[src/rtl/dac7554_pkg.sv]
// rtl/dac7554_pkg.sv - frame geometry, command codes and receiver states for the DAC7554 link
package dac7554_pkg;

  localparam int FRAME_BITS = 16;
  localparam int DATA_BITS  = 12;
  localparam int NUM_CH     = 4;
  localparam int CNT_BITS   = 5;

  typedef enum logic [1:0] {
    CMD_LOAD         = 2'b00,
    CMD_LOAD_UPD     = 2'b01,
    CMD_LOAD_UPD_ALL = 2'b10,
    CMD_UPD_ALL      = 2'b11
  } cmd_e;

  typedef enum logic [1:0] {
    IDLE  = 2'd0,
    SHIFT = 2'd1,
    CLOSE = 2'd2
  } state_e;

  function automatic logic [NUM_CH-1:0] ch_onehot(input logic [1:0] ch);
    return NUM_CH'(1) << ch;
  endfunction

endpackage

[src/rtl/sync_edge.sv]
// rtl/sync_edge.sv - N-flop synchronizer with rise/fall detect against one extra register
module sync_edge #(
  parameter int STAGES = 2
) (
  input  logic clk_in,
  input  logic rst_n,
  input  logic d_i,
  output logic q_o,
  output logic rise_o,
  output logic fall_o
);

  logic [STAGES-1:0] sync_q;
  logic              prev_q;

  // Resetting to 0 means a line held low through reset never yields a falling edge.
  always_ff @(posedge clk_in or negedge rst_n) begin
    if (!rst_n) begin
      sync_q <= '0;
      prev_q <= 1'b0;
    end else begin
      sync_q <= {sync_q[STAGES-2:0], d_i};
      prev_q <= sync_q[STAGES-1];
    end
  end

  assign q_o    = sync_q[STAGES-1];
  assign rise_o = q_o & ~prev_q;
  assign fall_o = ~q_o & prev_q;

endmodule

[src/rtl/dac_spi_rx.sv]
// rtl/dac_spi_rx.sv - DAC7554-style SPI frame receiver; DACRX_FRAME_CHECK_EN adds frame_err/err_cnt
module dac_spi_rx
  import dac7554_pkg::*;
#(
  parameter int SYNC_STAGES = 2
) (
  input  logic                 clk_in,
  input  logic                 rst_n,
  input  logic                 sync,
  input  logic                 sclk,
  input  logic                 sdi,
  output logic                 frame_vld,
  output logic [FRAME_BITS-1:0] frame_data,
  output logic [DATA_BITS-1:0] dac_a,
  output logic [DATA_BITS-1:0] dac_b,
  output logic [DATA_BITS-1:0] dac_c,
  output logic [DATA_BITS-1:0] dac_d,
  output logic [NUM_CH-1:0]    upd_stb,
  output logic                 frame_err
`ifdef DACRX_FRAME_CHECK_EN
  ,
  output logic [15:0]          err_cnt
`endif
);

  logic sync_lvl, sync_rise, sync_fall;
  logic sclk_lvl, sclk_rise, sclk_fall;
  logic [SYNC_STAGES-1:0] sdi_q;
  logic sdi_s;
  logic unused_edges;

  sync_edge #(.STAGES(SYNC_STAGES)) u_sync_edge (
    .clk_in(clk_in), .rst_n(rst_n), .d_i(sync),
    .q_o(sync_lvl), .rise_o(sync_rise), .fall_o(sync_fall)
  );

  sync_edge #(.STAGES(SYNC_STAGES)) u_sclk_edge (
    .clk_in(clk_in), .rst_n(rst_n), .d_i(sclk),
    .q_o(sclk_lvl), .rise_o(sclk_rise), .fall_o(sclk_fall)
  );

  // Same depth as sclk so the sampled bit lines up with the detected falling edge.
  always_ff @(posedge clk_in or negedge rst_n) begin
    if (!rst_n) sdi_q <= '0;
    else        sdi_q <= {sdi_q[SYNC_STAGES-2:0], sdi};
  end
  assign sdi_s        = sdi_q[SYNC_STAGES-1];
  assign unused_edges = ^{sync_lvl, sclk_lvl, sclk_rise};

  state_e state_q, state_d;
  logic   clr, shift_en, close, accept;

  logic [FRAME_BITS-1:0]             shift_q, shift_d;
  logic [CNT_BITS-1:0]               cnt_q, cnt_d;
  logic [NUM_CH-1:0][DATA_BITS-1:0]  in_q, in_d, out_q, out_d;
  logic [FRAME_BITS-1:0]             data_q, data_d;
  logic [NUM_CH-1:0]                 upd_q, upd_d;
  logic                              vld_q;
  cmd_e                              cmd;
  logic [1:0]                        addr;
  logic [DATA_BITS-1:0]              dat;

  always_ff @(posedge clk_in or negedge rst_n) begin
    if (!rst_n) state_q <= IDLE;
    else        state_q <= state_d;
  end

  always_comb begin
    state_d = state_q;
    unique case (state_q)
      IDLE:    if (sync_fall) state_d = SHIFT;
      SHIFT:   if (sync_rise) state_d = CLOSE;
      CLOSE:   state_d = IDLE;
      default: state_d = IDLE;
    endcase
  end

  always_comb begin
    clr      = 1'b0;
    shift_en = 1'b0;
    close    = 1'b0;
    unique case (state_q)
      IDLE:    clr      = sync_fall;
      SHIFT:   shift_en = sclk_fall;
      CLOSE:   close    = 1'b1;
      default: ;
    endcase
  end

  assign accept = close && (cnt_q == CNT_BITS'(FRAME_BITS));
  assign cmd    = cmd_e'(shift_q[15:14]);
  assign addr   = shift_q[13:12];
  assign dat    = shift_q[DATA_BITS-1:0];

  // A bit shifted on the same cycle as the sync rise still lands before CLOSE.
  always_comb begin
    shift_d = shift_q;
    cnt_d   = cnt_q;
    in_d    = in_q;
    out_d   = out_q;
    data_d  = data_q;
    upd_d   = '0;
    if (clr) begin
      shift_d = '0;
      cnt_d   = '0;
    end else if (shift_en) begin
      shift_d = {shift_q[FRAME_BITS-2:0], sdi_s};
      if (cnt_q != '1) cnt_d = cnt_q + CNT_BITS'(1);
    end
    if (accept) begin
      data_d = shift_q;
      if (cmd != CMD_UPD_ALL) in_d[addr] = dat;
      case (cmd)
        CMD_LOAD_UPD: begin
          out_d[addr] = dat;
          upd_d       = ch_onehot(addr);
        end
        CMD_LOAD_UPD_ALL, CMD_UPD_ALL: begin
          out_d = in_d;
          upd_d = '1;
        end
        default: ;
      endcase
    end
  end

  always_ff @(posedge clk_in or negedge rst_n) begin
    if (!rst_n) begin
      shift_q <= '0;
      cnt_q   <= '0;
      in_q    <= '0;
      out_q   <= '0;
      data_q  <= '0;
      upd_q   <= '0;
      vld_q   <= 1'b0;
    end else begin
      shift_q <= shift_d;
      cnt_q   <= cnt_d;
      in_q    <= in_d;
      out_q   <= out_d;
      data_q  <= data_d;
      upd_q   <= upd_d;
      vld_q   <= accept;
    end
  end

  assign frame_vld  = vld_q;
  assign frame_data = data_q;
  assign upd_stb    = upd_q;
  assign dac_a      = out_q[0];
  assign dac_b      = out_q[1];
  assign dac_c      = out_q[2];
  assign dac_d      = out_q[3];

`ifdef DACRX_FRAME_CHECK_EN
  logic        err_q;
  logic [15:0] err_cnt_q;

  always_ff @(posedge clk_in or negedge rst_n) begin
    if (!rst_n) begin
      err_q     <= 1'b0;
      err_cnt_q <= '0;
    end else begin
      err_q <= close && !accept;
      if (close && !accept && err_cnt_q != 16'hFFFF) err_cnt_q <= err_cnt_q + 16'd1;
    end
  end

  assign frame_err = err_q;
  assign err_cnt   = err_cnt_q;
`else
  assign frame_err = 1'b0;
`endif

endmodule
[config.mk]
export PLATFORM = sky130hd
export DESIGN_NAME = dac_spi_rx
export DESIGN_NICKNAME = d
export VERILOG_FILES = /design/src/rtl/dac7554_pkg.sv /design/src/rtl/sync_edge.sv /design/src/rtl/dac_spi_rx.sv
export SDC_FILE = /design/constraint.sdc
export NUM_CORES = 1
export LEC_CHECK = 0
export CAP_MARGIN = 30
export CELL_PAD_IN_SITES_DETAIL_PLACEMENT = 1
export CELL_PAD_IN_SITES_GLOBAL_PLACEMENT = 1
export CORE_UTILIZATION = 46
export DETAILED_ROUTE_END_ITERATION = 8
export PLACE_DENSITY = 0.91
export SETUP_SLACK_MARGIN = 0.5
export SLEW_MARGIN = 30
export SYNTH_ARGS = -nofsm -noshare
export SYNTH_HDL_FRONTEND = slang
export SYNTH_SLANG_ARGS = --single-unit
[constraint.sdc]
create_clock -name clk_in -period 2.35 [get_ports clk_in]
set_input_delay 0.47 -clock clk_in [delete_from_list [all_inputs] [get_ports clk_in]]
set_output_delay 0.47 -clock clk_in [all_outputs]
set_load 0.1 [all_outputs]
==> out/qor.yml <==
rsz0062_at_grt: "true"
rrSetupSlack_ps: 390
initialDrtViolationCount: 253
clock_latency_ps: 430
ant_nets: 0
grt_remaining_overflow: 0
drive_gt1_frac: 0.474
async_flop_share: 1.00
drc: 0
fmax_mhz: 510
syn_area_sq_um: 6550
crit_required_ps: 2660
cpLargestDelayFamily: "simple AND/OR/NAND/NOR gates"
port-buffer-count: 73
syn_nets: 521
antenna_found_initial: 0
synth_xor_area_frac: 0
die_area_sq_um: 14700
clockBufferDepth: 2
cp-end-kind: "flip-flop"
setup-tns-final_ps: 0
yosysWarnings: 0
die_w_microns: 121
dpl.hpwl_microns: 11700
reg2reg_from: "cnt_q[1]$_DFFE_PN0P_"
worst_slack_ps: 389
muxShareOfSynthArea: 0.211
n_fill_cell: 1376
syn_area_per_cell_sq_um: 12.8
status: "finished, final reports clean"
fin_crit_sh: 0.835
fin_crit_ps: 1960
r2r_cells: 5
core_area_sq_um: 13900
final_nets: 609
hold_path_class: "in -> async"
crit_type: "reg -> reg"
synth_ff_type: "dfrtp_1"
synth_cell_type_count: 45
critPathMaxFanout: 6
crit_path_max_incr_delay_ps: 690
synth_top_family_by_area: "multiplexers"
ios: 75
tightest_slew_ps: 537
cts.sinks: 148
setup_viol: 0
critPathArrivalTime_ps: 2270
viasPerCell: 5.80
powerDensity_nw_per_um2: 710
cp_num_buf_inv: 1
drt-total-wl_microns: 18600
start_kind: "flip-flop"
rows: 43
ys_seq_area_frac: 0.565
diodes: 0
grt_pass1_wl_microns: 28300
slew_headroom: 0.642
post-place-ws_ps: 260
synth-simple-area-share: 0.0816
r2r_end: "in_q[38]$_DFFE_PN0P_"
syn_to_final_growth_pct: 25.2
grt_max_degree: 55
synth_seq_cells: 148
synthAdderAreaFrac: 0.00573
grt_pass1_vias: 4939
grt_use_total: 0.260
cts_buffers: 17
die_h_microns: 121
wl_per_cell_microns: 23.4
path_cells: "inv_2, ha_4, nand4b_4, or4b_4, mux2_4"
cap_viol_max_count: 0
final_hold_viol_count: 0
start_util: 0.472
netlist_instances: 513
cts_root_buffer: "clkbuf_16"
p_leak_nw: 4.09
h-tree-depth: 4
irDropWorstVdd_uv: 457
cts_tree: "yes"
drt-pass1-iter-count: 4
synth-edff-count: 0
vias: 4605
cp_slowest_cell: "or4b_4"
drv_slew: 0
synth_compound_area_frac: 0.0982
fin_skew_ps: 5.55
path_clk_slew_ps: 60
place_congestion: 0.770
==> area by class of cell <==
class	instances	area, sq um	share of cell area
inverters	7	26.3	0.00320
clock buffers	19	433	0.0528
well taps	180	225	0.0275
clock inverters	13	184	0.0224
multi-input cells	315	2730	0.333
repair buffers	112	892	0.109
flip-flops and latches	148	3710	0.452
==> state kept, by name, summed over array words and instances (netlist names) <==
name,flops
in_q,48
dac_d,12
dac_a,12
u_sclk_edge.sync_q,2
u_sync_edge.sync_q,2
state_q,2
upd_stb,4
dac_c,12
frame_data,16
u_sclk_edge.prev_q,1
shift_q,16
frame_vld,1
cnt_q,5
u_sync_edge.prev_q,1
sdi_q,2
dac_b,12
==> cell usage in the layout, fill, tap and decap left out, drive strengths merged, types with 6 or more instances in the layout <==
master  Yosys  layout
clkinv      0       6
or4b        4       7
inv         7       7
buf        17     109
a32o       12      12
o22ai      36      36
dfrtp     148     148
a21bo      12      12
nand2      74      74
mux2      112     112
clkbuf     30      19
a21oi      18      18
==> how the worst max path moves through the flow <==
stage                                 start                    end  slack (ps)  cells past startpoint
detailed placement  shift_q[12]$_DFFE_PN0P_    in_q[0]$_DFFE_PN0P_         260                      4
finish                 cnt_q[1]$_DFFE_PN0P_   in_q[38]$_DFFE_PN0P_         390                      5
global route           cnt_q[1]$_DFFE_PN0P_   in_q[23]$_DFFE_PN0P_         370                      5
CTS                    cnt_q[0]$_DFFE_PN0P_   in_q[23]$_DFFE_PN0P_         400                      5
floorplan              cnt_q[1]$_DFFE_PN0P_  dac_d[10]$_DFFE_PN0P_         480                      6
global placement    shift_q[12]$_DFFE_PN0P_   dac_a[7]$_DFFE_PN0P_         330                      4
==> what timing repair did <==
item                                    CTS  global route
resized for setup                        13            28
endpoints found under the setup margin   60            95
pin swaps                                 6             4
buffers inserted                          8             3
hold buffers                              0             0
cloned                                    2             6
==> metal layers <==
layer / vias to the layer above / part of all wire / track usage
li1: 2013 / - / -
met1: 2404 / 0.42 / 0.334
met5: - / 0 / 0
met4: 0 / 0.023 / 0.0980
met2: 151 / 0.51 / 0.430
met3: 37 / 0.049 / 0.0564
==> synthesized netlist by cell type, types with 3 or more instances <==
cell | number | area (sq um)
a21bo_2 | 12 | 120
a21oi_1 | 18 | 90.1
a32o_1 | 12 | 120
and3b_1 | 3 | 26.3
buf_1 | 4 | 15.0
buf_2 | 8 | 40.0
buf_6 | 3 | 33.8
clkbuf_1 | 29 | 109
dfrtp_1 | 148 | 3700
ha_1 | 3 | 37.5
inv_1 | 7 | 26.3
mux2_2 | 82 | 923
mux2_4 | 30 | 450
nand2_1 | 74 | 278
nor2_1 | 4 | 15.0
o21ai_0 | 4 | 20.0
o22ai_1 | 36 | 225
or4b_4 | 3 | 41.3
==> where the power goes <==
group,internal (W),switching [W],total (W)
combinational,0.000143,0.000188,0.000331
clock,0.00177,0.00107,0.00285
sequential,0.00258,0.0000618,0.00265
total,0.00450,0.00132,0.00582
==> worst register-to-register path: stages, from the launching register on <==
cell      delay, ps
dfrtp_1         390
inv_2            90
ha_4            160
nand4b_4        160
or4b_4          690
mux2_4          340
==> metrics by stage <==
stage / utilization / hold WS [ps] / cell area [sq um] / cells / power (W)
2_1_floorplan: - / 174 / 6560 / 513 / 0.00280
3_3_place_gp: 0.527 / 333 / 7320 / 743 / 0.00289
3_5_place_dp: 0.527 / 336 / 7320 / 743 / 0.00292
4_1_cts: 0.580 / 10.8 / 8060 / 785 / 0.00581
5_1_grt: 0.591 / 21.8 / 8200 / 794 / 0.00598
6_report: 0.591 / 4.42 / 8200 / 794 / 0.00582
==> cell families after synthesis <==
| group | count (synthesis) |
|---|---|
| AOI/OAI and AO/OA | 90 |
| adders and majority gates | 3 |
| buffers and inverters | 54 |
| DFF | 148 |
| muxes | 113 |
| other | 1 |
| and+or+nand+nor | 104 |
No activity file was read; power rests on OpenSTA's default activity.
